===== src/rtl/id_ex_pipe_reg_pkg.sv =====
// Shared constants and stage-control type for the ID/EX pipeline register.
// Used by id_ex_pipe_reg and pipe_lane_reg.
package id_ex_pipe_reg_pkg;

  localparam logic RstEnable    = 1'b1;
  localparam logic Stop         = 1'b1;
  localparam logic NonStop      = 1'b0;
  localparam logic WriteDisable = 1'b0;

  localparam logic [31:0] ZeroWord   = 32'h0;
  localparam logic [4:0]  NOPRegAddr = 5'h0;

  // NOP encodings; NOP_PAYLOAD is built from these.
  localparam logic [7:0] EXE_NOP_OP  = 8'h00;
  localparam logic [2:0] EXE_RES_NOP = 3'h0;

  typedef enum logic [1:0] {
    CTL_LOAD,
    CTL_HOLD,
    CTL_BUBBLE
  } stage_ctrl_e;

  function automatic logic [31:0] sat_inc32(
    input logic [31:0] v
  );
    return (v == 32'hFFFF_FFFF) ? v : v + 32'd1;
  endfunction

endpackage


===== src/rtl/pipe_lane_reg.sv =====
// One issue lane of the ID/EX register.
// Applies the shared LOAD/HOLD/BUBBLE decision to one lane.
module pipe_lane_reg
  import id_ex_pipe_reg_pkg::*;
#(
  parameter int PAYLOAD_W = 48,
  parameter int REG_W     = 32,
  parameter int RADDR_W   = 5,
  parameter logic [PAYLOAD_W-1:0] NOP_PAYLOAD = '0
) (
  input  logic                 clk,
  input  stage_ctrl_e          ctrl_i,
  input  logic                 valid_i,
  input  logic [PAYLOAD_W-1:0] payload_i,
  input  logic [REG_W-1:0]     reg1_i,
  input  logic [REG_W-1:0]     reg2_i,
  input  logic [RADDR_W-1:0]   wd_i,
  input  logic                 wreg_i,
  output logic                 valid_o,
  output logic [PAYLOAD_W-1:0] payload_o,
  output logic [REG_W-1:0]     reg1_o,
  output logic [REG_W-1:0]     reg2_o,
  output logic [RADDR_W-1:0]   wd_o,
  output logic                 wreg_o
);

  logic                 valid_q, valid_d;
  logic [PAYLOAD_W-1:0] payload_q, payload_d;
  logic [REG_W-1:0]     reg1_q, reg1_d;
  logic [REG_W-1:0]     reg2_q, reg2_d;
  logic [RADDR_W-1:0]   wd_q, wd_d;
  logic                 wreg_q, wreg_d;

  always_comb begin
    valid_d   = valid_q;
    payload_d = payload_q;
    reg1_d    = reg1_q;
    reg2_d    = reg2_q;
    wd_d      = wd_q;
    wreg_d    = wreg_q;
    unique case (ctrl_i)
      CTL_LOAD: begin
        valid_d   = valid_i;
        payload_d = payload_i;
        reg1_d    = reg1_i;
        reg2_d    = reg2_i;
        wd_d      = wd_i;
        // invalid lanes must never write back
        wreg_d    = wreg_i & valid_i;
      end
      CTL_BUBBLE: begin
        valid_d   = 1'b0;
        payload_d = NOP_PAYLOAD;
        reg1_d    = '0;
        reg2_d    = '0;
        wd_d      = '0;
        wreg_d    = WriteDisable;
      end
      default: ;
    endcase
  end

  always_ff @(posedge clk) begin
    valid_q   <= valid_d;
    payload_q <= payload_d;
    reg1_q    <= reg1_d;
    reg2_q    <= reg2_d;
    wd_q      <= wd_d;
    wreg_q    <= wreg_d;
  end

  assign valid_o   = valid_q;
  assign payload_o = payload_q;
  assign reg1_o    = reg1_q;
  assign reg2_o    = reg2_q;
  assign wd_o      = wd_q;
  assign wreg_o    = wreg_q;

endmodule


===== src/rtl/id_ex_pipe_reg.sv =====
// Multi-lane ID/EX pipeline register with flush, delay-slot and hold watchdog.
// ID_EX_PIPE_STATS_EN adds saturating bubble_cnt / hold_cnt outputs.
module id_ex_pipe_reg
  import id_ex_pipe_reg_pkg::*;
#(
  parameter int LANES     = 1,
  parameter int PAYLOAD_W = 48,
  parameter int REG_W     = 32,
  parameter int RADDR_W   = 5,
  parameter int STAGE_IDX = 2,
  parameter int STALL_W   = 6,
  parameter logic [PAYLOAD_W-1:0] NOP_PAYLOAD = '0,
  parameter int HOLD_MAX  = 255
) (
  input  logic                         clk,
  input  logic                         rst,
  input  logic [STALL_W-1:0]           stall,
  input  logic                         flush,
  input  logic [LANES-1:0]             id_valid,
  input  logic [LANES*PAYLOAD_W-1:0]   id_payload,
  input  logic [LANES*REG_W-1:0]       id_reg1,
  input  logic [LANES*REG_W-1:0]       id_reg2,
  input  logic [LANES*RADDR_W-1:0]     id_wd,
  input  logic [LANES-1:0]             id_wreg,
  input  logic                         id_next_in_ds,
  output logic [LANES-1:0]             ex_valid,
  output logic [LANES*PAYLOAD_W-1:0]   ex_payload,
  output logic [LANES*REG_W-1:0]       ex_reg1,
  output logic [LANES*REG_W-1:0]       ex_reg2,
  output logic [LANES*RADDR_W-1:0]     ex_wd,
  output logic [LANES-1:0]             ex_wreg,
  output logic                         id_is_in_ds,
  output logic                         hold_timeout
`ifdef ID_EX_PIPE_STATS_EN
  ,
  output logic [31:0]                  bubble_cnt,
  output logic [31:0]                  hold_cnt
`endif
);

  localparam int HW = $clog2(HOLD_MAX + 1);
  localparam logic [HW-1:0] HoldMax = HW'(HOLD_MAX);

  stage_ctrl_e ctrl, lane_ctrl;
  logic        stall_unused;

  assign stall_unused = ^stall;

  always_comb begin
    ctrl = CTL_HOLD;
    if (flush) begin
      ctrl = CTL_BUBBLE;
    end else if (stall[STAGE_IDX] == Stop &&
                 stall[STAGE_IDX+1] == NonStop) begin
      ctrl = CTL_BUBBLE;
    end else if (stall[STAGE_IDX] == NonStop) begin
      ctrl = CTL_LOAD;
    end
  end

  // reset clears the lanes exactly like a bubble
  assign lane_ctrl = (rst == RstEnable) ? CTL_BUBBLE : ctrl;

  for (genvar i = 0; i < LANES; i++) begin : g_lane
    pipe_lane_reg #(
      .PAYLOAD_W  (PAYLOAD_W),
      .REG_W      (REG_W),
      .RADDR_W    (RADDR_W),
      .NOP_PAYLOAD(NOP_PAYLOAD)
    ) u_lane (
      .clk      (clk),
      .ctrl_i   (lane_ctrl),
      .valid_i  (id_valid[i]),
      .payload_i(id_payload[i*PAYLOAD_W +: PAYLOAD_W]),
      .reg1_i   (id_reg1[i*REG_W +: REG_W]),
      .reg2_i   (id_reg2[i*REG_W +: REG_W]),
      .wd_i     (id_wd[i*RADDR_W +: RADDR_W]),
      .wreg_i   (id_wreg[i]),
      .valid_o  (ex_valid[i]),
      .payload_o(ex_payload[i*PAYLOAD_W +: PAYLOAD_W]),
      .reg1_o   (ex_reg1[i*REG_W +: REG_W]),
      .reg2_o   (ex_reg2[i*REG_W +: REG_W]),
      .wd_o     (ex_wd[i*RADDR_W +: RADDR_W]),
      .wreg_o   (ex_wreg[i])
    );
  end

  logic          ds_q, ds_d;
  logic [HW-1:0] hcnt_q, hcnt_d;
  logic          to_q, to_d;

  always_comb begin
    ds_d   = ds_q;
    hcnt_d = '0;
    to_d   = to_q;
    unique case (ctrl)
      CTL_LOAD:   ds_d = id_next_in_ds;
      CTL_BUBBLE: ds_d = 1'b0;
      CTL_HOLD: begin
        hcnt_d = (hcnt_q == HoldMax) ? hcnt_q : hcnt_q + 1'b1;
        if (hcnt_d == HoldMax) to_d = 1'b1;
      end
      default: ;
    endcase
  end

  always_ff @(posedge clk) begin
    if (rst == RstEnable) begin
      ds_q   <= 1'b0;
      hcnt_q <= '0;
      to_q   <= 1'b0;
    end else begin
      ds_q   <= ds_d;
      hcnt_q <= hcnt_d;
      to_q   <= to_d;
    end
  end

  assign id_is_in_ds  = ds_q;
  assign hold_timeout = to_q;

`ifdef ID_EX_PIPE_STATS_EN
  logic [31:0] bcnt_q, bcnt_d;
  logic [31:0] hstat_q, hstat_d;

  always_comb begin
    bcnt_d  = bcnt_q;
    hstat_d = hstat_q;
    if (ctrl == CTL_BUBBLE) bcnt_d = sat_inc32(bcnt_q);
    if (ctrl == CTL_HOLD) hstat_d = sat_inc32(hstat_q);
  end

  always_ff @(posedge clk) begin
    if (rst == RstEnable) begin
      bcnt_q  <= '0;
      hstat_q <= '0;
    end else begin
      bcnt_q  <= bcnt_d;
      hstat_q <= hstat_d;
    end
  end

  assign bubble_cnt = bcnt_q;
  assign hold_cnt   = hstat_q;
`endif

endmodule


===== config.mk =====
export PLATFORM = sky130hd
export DESIGN_NAME = id_ex_pipe_reg
export DESIGN_NICKNAME = d
export VERILOG_FILES = /design/src/rtl/id_ex_pipe_reg_pkg.sv /design/src/rtl/pipe_lane_reg.sv /design/src/rtl/id_ex_pipe_reg.sv
export SDC_FILE = /design/constraint.sdc
export NUM_CORES = 1
export LEC_CHECK = 0
export ABC_AREA = 0
export BUFFER_PORTS_ARGS = -buffer_cell sky130_fd_sc_hd__buf_2
export CAP_MARGIN = 10
export CORE_ASPECT_RATIO = 2
export CORE_MARGIN = 4
export CORE_UTILIZATION = 40
export DETAILED_ROUTE_END_ITERATION = 12
export GPL_TIMING_DRIVEN = 0
export PLACE_DENSITY_LB_ADDON = 0.05
export RECOVER_POWER = 100
export SETUP_SLACK_MARGIN = 0.2
export SYNTH_ARGS = -nofsm -noshare
export SYNTH_HDL_FRONTEND = slang
export SYNTH_SLANG_ARGS = --single-unit

===== constraint.sdc =====
create_clock -name clk -period 5.9 [get_ports clk]
set_input_delay 0.59 -clock clk [delete_from_list [all_inputs] [get_ports clk]]
set_output_delay 0.59 -clock clk [all_outputs]
set_load 0.01 [all_outputs]

Word level (Yosys, flattened, before mapping):

Cells that the tools add are included.

* register bits after elaboration: 129
* input port bits: 129
* output and inout bits: 121

* add/subtract/negate cells: 1
* equality and inequality tests: 5
* mux-type cells: 12
* bitwise operators: 3
* reduce and logical (&&, ||, !) cells: 7

Operators with widths (count)
* case mux 32 bit (2 select lines): 2
* case mux 48 bit (2 select lines): 1
* equality test 8 bit (second input constant): 2
* case mux 5 bit (2 select lines): 1
* adder 8 x 1 -> 8 bit (second input constant): 1
* two-way mux 8 bit: 1
* two-way mux 2 bit: 3
* case mux 1 bit (2 select lines): 3
* equality test 2 bit (second input constant): 2
* logical NOT 2 bit: 2
* nonzero test 2 bit: 2
* equality test 2 x 1 -> 1 bit (second input constant): 1
* NOT 1 bit: 2
* AND reduction 2 bit: 1
* OR reduction 2 bit: 1
* AND 1 bit: 1
* logical AND 1 bit: 1
* two-way mux 1 bit: 1

Logic depth before layout (Yosys ltp):

* word-level depth: 7
* gate-level depth with buffers: 5

By module:

Synthesis repeated with hierarchy kept, for this count alone.

* cell total of the unflattened synthesis: 316
* area, all modules: 5306.3 µm²

Modules (own cells, without submodules)
* pipe_lane_reg: instances 1, cells each 253, area each 4728.3 µm², sequential area each 3573.4 µm²
* id_ex_pipe_reg: instances 1, cells each 63, area each 578.1 µm², sequential area each 200.2 µm²

Least setup slack after synthesis:

OpenSTA, ideal clock, no wires.

* kind: input -> register
* start: in flush
* end: reg to_q (netlist: hold_timeout)
* arrival: 3.684 ns
* required time: 5.808 ns
* path slack: 2.123 ns
* cell stages on the path: 4
* path through: nor2_1 -> nand3_2 -> or4_1 -> o32ai_1

* word-level cells in the longest chain between the ends: 3

Ends and longest elaborated chain
* from (decl): line id_ex_pipe_reg.sv:18 `input logic flush,`
* two-way mux 2 bit: line id_ex_pipe_reg.sv:51 `if (flush) begin`
* equality test 2 x 1 -> 1 bit: line id_ex_pipe_reg.sv:96 `unique case (ctrl)`
* AND reduction 2 bit (no line)
* to (signal assigned): line id_ex_pipe_reg.sv:115 `to_q <= to_d;`
* to (decl): line id_ex_pipe_reg.sv:90 `logic to_q, to_d;`

No other way between the ends.
A chain may end at the register's enable or synchronous reset.

==> metrics <==
status completed; WP data arrival 3.00 ns; RSZ-0062 raised after global routing false; Synth top area share 0.729; share of cells above drive strength 1 0.267; Synth Area in Simple Gates 0.190; Final TNS setup 0 ns; worst vdd ir 232 uV; Core Area 12100 um2; die height 165 um; register area share after synthesis 0.770; total gr overflow 0; non-filler instance count after layout 744; Yosys warnings 0; Worst Hold Launch flush; Rows 57; GRT Total Usage 0.161; GP Congestion 0.761; Register Area 3770 um2; DRC violations left 0; endpoints failing setup 0; multiplexer area fraction after synthesis 0.00204; fin crit share 0.458; Clk Latency, worst-skew pair 0.40 ns; synth top area cells edfxtp_1 73%, and2_1 15%, dfxtp_1 4.1%; initial antenna violation count 1; CTS Root Cell clkbuf_16; Port Buffer Count 245; post-route cell area 6840 um2; H-tree Lvls 4; Cells after DPL 710; Setup Crit Path Kind in2reg; I/O Pins 250; DRT Wirelength 11900 um; Worst Setup SP rst; clock slew seen by the registers of the worst setup and hold paths 0.05 ns; startpoint types primary input; Worst Max-Slew Pin Slew 0.934 ns; final net count 712; Max Slew Vio Count 0; max_cap viols 0; worst r2r src hcnt_q[0]$_SDFF_PP0_; drt wl/cell 15.9 um; Post-Synthesis Cell Area 4900 um2; post-synthesis cell type count 29; LEAKAGE 2.85 nW; Syn Area/Cell 15.5 um2; CP Data Required Time 6.20 ns; Routed Antenna Nets 0; Cells after Synth 317; cell area power density 341 nW/um2; xor/xnor share of the synthesized area 0.00358; area occupied by multi-input gates 1060 um2; die span in x 86.3 um; CTS tree built; Fill cells 1105; Compound-Gate Fraction of Synth Area 0.0174; Synth Area in Adders 0.00255; Max Fanout on Critical Path 65; Area Growth Syn to Fin 39.6%; pre-CTS WS 2.72 ns; Setup WS post-layout 3.19 ns; Seq cells post-synth 129; initial core utilization 0.407; Final Skew 0.00232 ns; clk sinks 129; DRT Pass-1 Iters 6; CP Capture Type register; starting DRC count in detailed routing 140; Final Util 0.567; setup bufs post-CTS 0; total power 2.33 mW; vias 3326; largest area contributor in the netlist edfxtp_1; Placed Instance Area 6340 um2; final critical-path required period 2.71 ns; total CTS buffers 17; number of global-route vias before repair 3352; DPL Wire Length 8930 um; first-pass GRT wire length 16900 um; DIE AREA 14200 um2; Worst Hold Class in2reg; Hold WS 0.395 ns; max frequency 370 MHz; Post-CTS Hold Buffers 0; Post-CTS Resized 0; final hold vios 0; clock buffer depth 2; routed vias/inst 4.47; largest family of logic cells by synthesized area simple AND/OR/NAND/NOR gates; Syn Nets 447; pin count of the biggest net entering global routing 66; Slew HR 0.377
==> cell type report <==
type	instances	share of cell area
Timing Repair Buffer	246	0.161
Inverter	2	0.00110
Sequential cell	129	0.552
Tap cell	147	0.0269
Buffer	15	0.00933
Clock buffer	18	0.0628
Multi-Input combinational cell	171	0.155
Antenna cell	2	0.000732
Clock inverter	14	0.0311
==> power by group <==
| group | internal [mW] | switching [mW] |
|---|---|---|
| Clock | 0.749 | 0.373 |
| Combinational | 0.0632 | 0.0843 |
| Sequential | 1.05 | 0.0129 |
==> worst max-delay path: stages <==
cell	delay (ns)
clkbuf_1	0.10
nor2_1	0.21
nand3_4	0.73
buf_16	0.51
or4_1	0.56
o32ai_1	0.29
==> sequential cells by signal (all words and copies together), names as in the netlist <==
| register | cells |
|---|---|
| g_lane.u_lane.payload_o | 48 |
| g_lane.u_lane.reg1_o | 32 |
| g_lane.u_lane.reg2_o | 32 |
| g_lane.u_lane.valid_o | 1 |
| g_lane.u_lane.wd_o | 5 |
| g_lane.u_lane.wreg_o | 1 |
| hcnt_q | 8 |
| hold_timeout | 1 |
| id_is_in_ds | 1 |
==> per-layer routing <==
| metal | up-vias | track usage | routed length [um] |
|---|---|---|---|
| met1 | 1517 | 0.162 | 4110 |
| met2 | 139 | 0.291 | 6550 |
| li1 | 1653 | - | - |
| met3 | 17 | 0.0594 | 948 |
| met4 | 0 | 0.0730 | 248 |
| met5 | - | 0 | 0 |
==> cells in the mapped netlist <==
library cell / n
nand3_1: 3
edfxtp_1: 119
nand4_1: 1
and4_4: 1
mux2i_1: 1
a21boi_1: 1
nor2b_1: 1
ha_1: 1
nor2_1: 9
o32ai_1: 1
o22ai_1: 1
o21ai_0: 4
and3_1: 4
nand2_1: 5
a21oi_2: 1
a31oi_1: 3
and4b_2: 1
nand2b_1: 1
nand3_2: 1
xor2_1: 2
a21oi_1: 3
and3_2: 2
and2_1: 118
dfxtp_1: 10
inv_1: 2
nor3_1: 5
or4_1: 1
clkbuf_1: 14
buf_6: 1
==> cell families after synthesis <==
group / count (synthesis)
buffers and inverters: 17
AO/OA/AOI/OAI: 14
flip-flops: 129
adder cells (fa/ha/maj): 1
AND/OR/NAND/NOR: 153
XOR/XNOR: 2
multiplexers: 1
==> layout by cell type, fill, tap and decap left out, types with 9 or more instances in the layout <==
cell       count
clkbuf_1     138
buf_2        122
edfxtp_1     119
and2_0        64
and2_1        54
clkbuf_16     17
dfxtp_1       10
nor2_1         9
==> worst paths after layout <==
kind                            cells after the start                         to  slack (ns)
worst min register to register                      2  hold_timeout$_SDFFE_PP0P_        0.47
worst min-delay path                                2   id_is_in_ds$_SDFFE_PP0P_        0.40
worst max-delay path                                6  hold_timeout$_SDFFE_PP0P_        3.19
worst max register to register                      5  hold_timeout$_SDFFE_PP0P_        3.96
(Power assumes the default switching activity.)
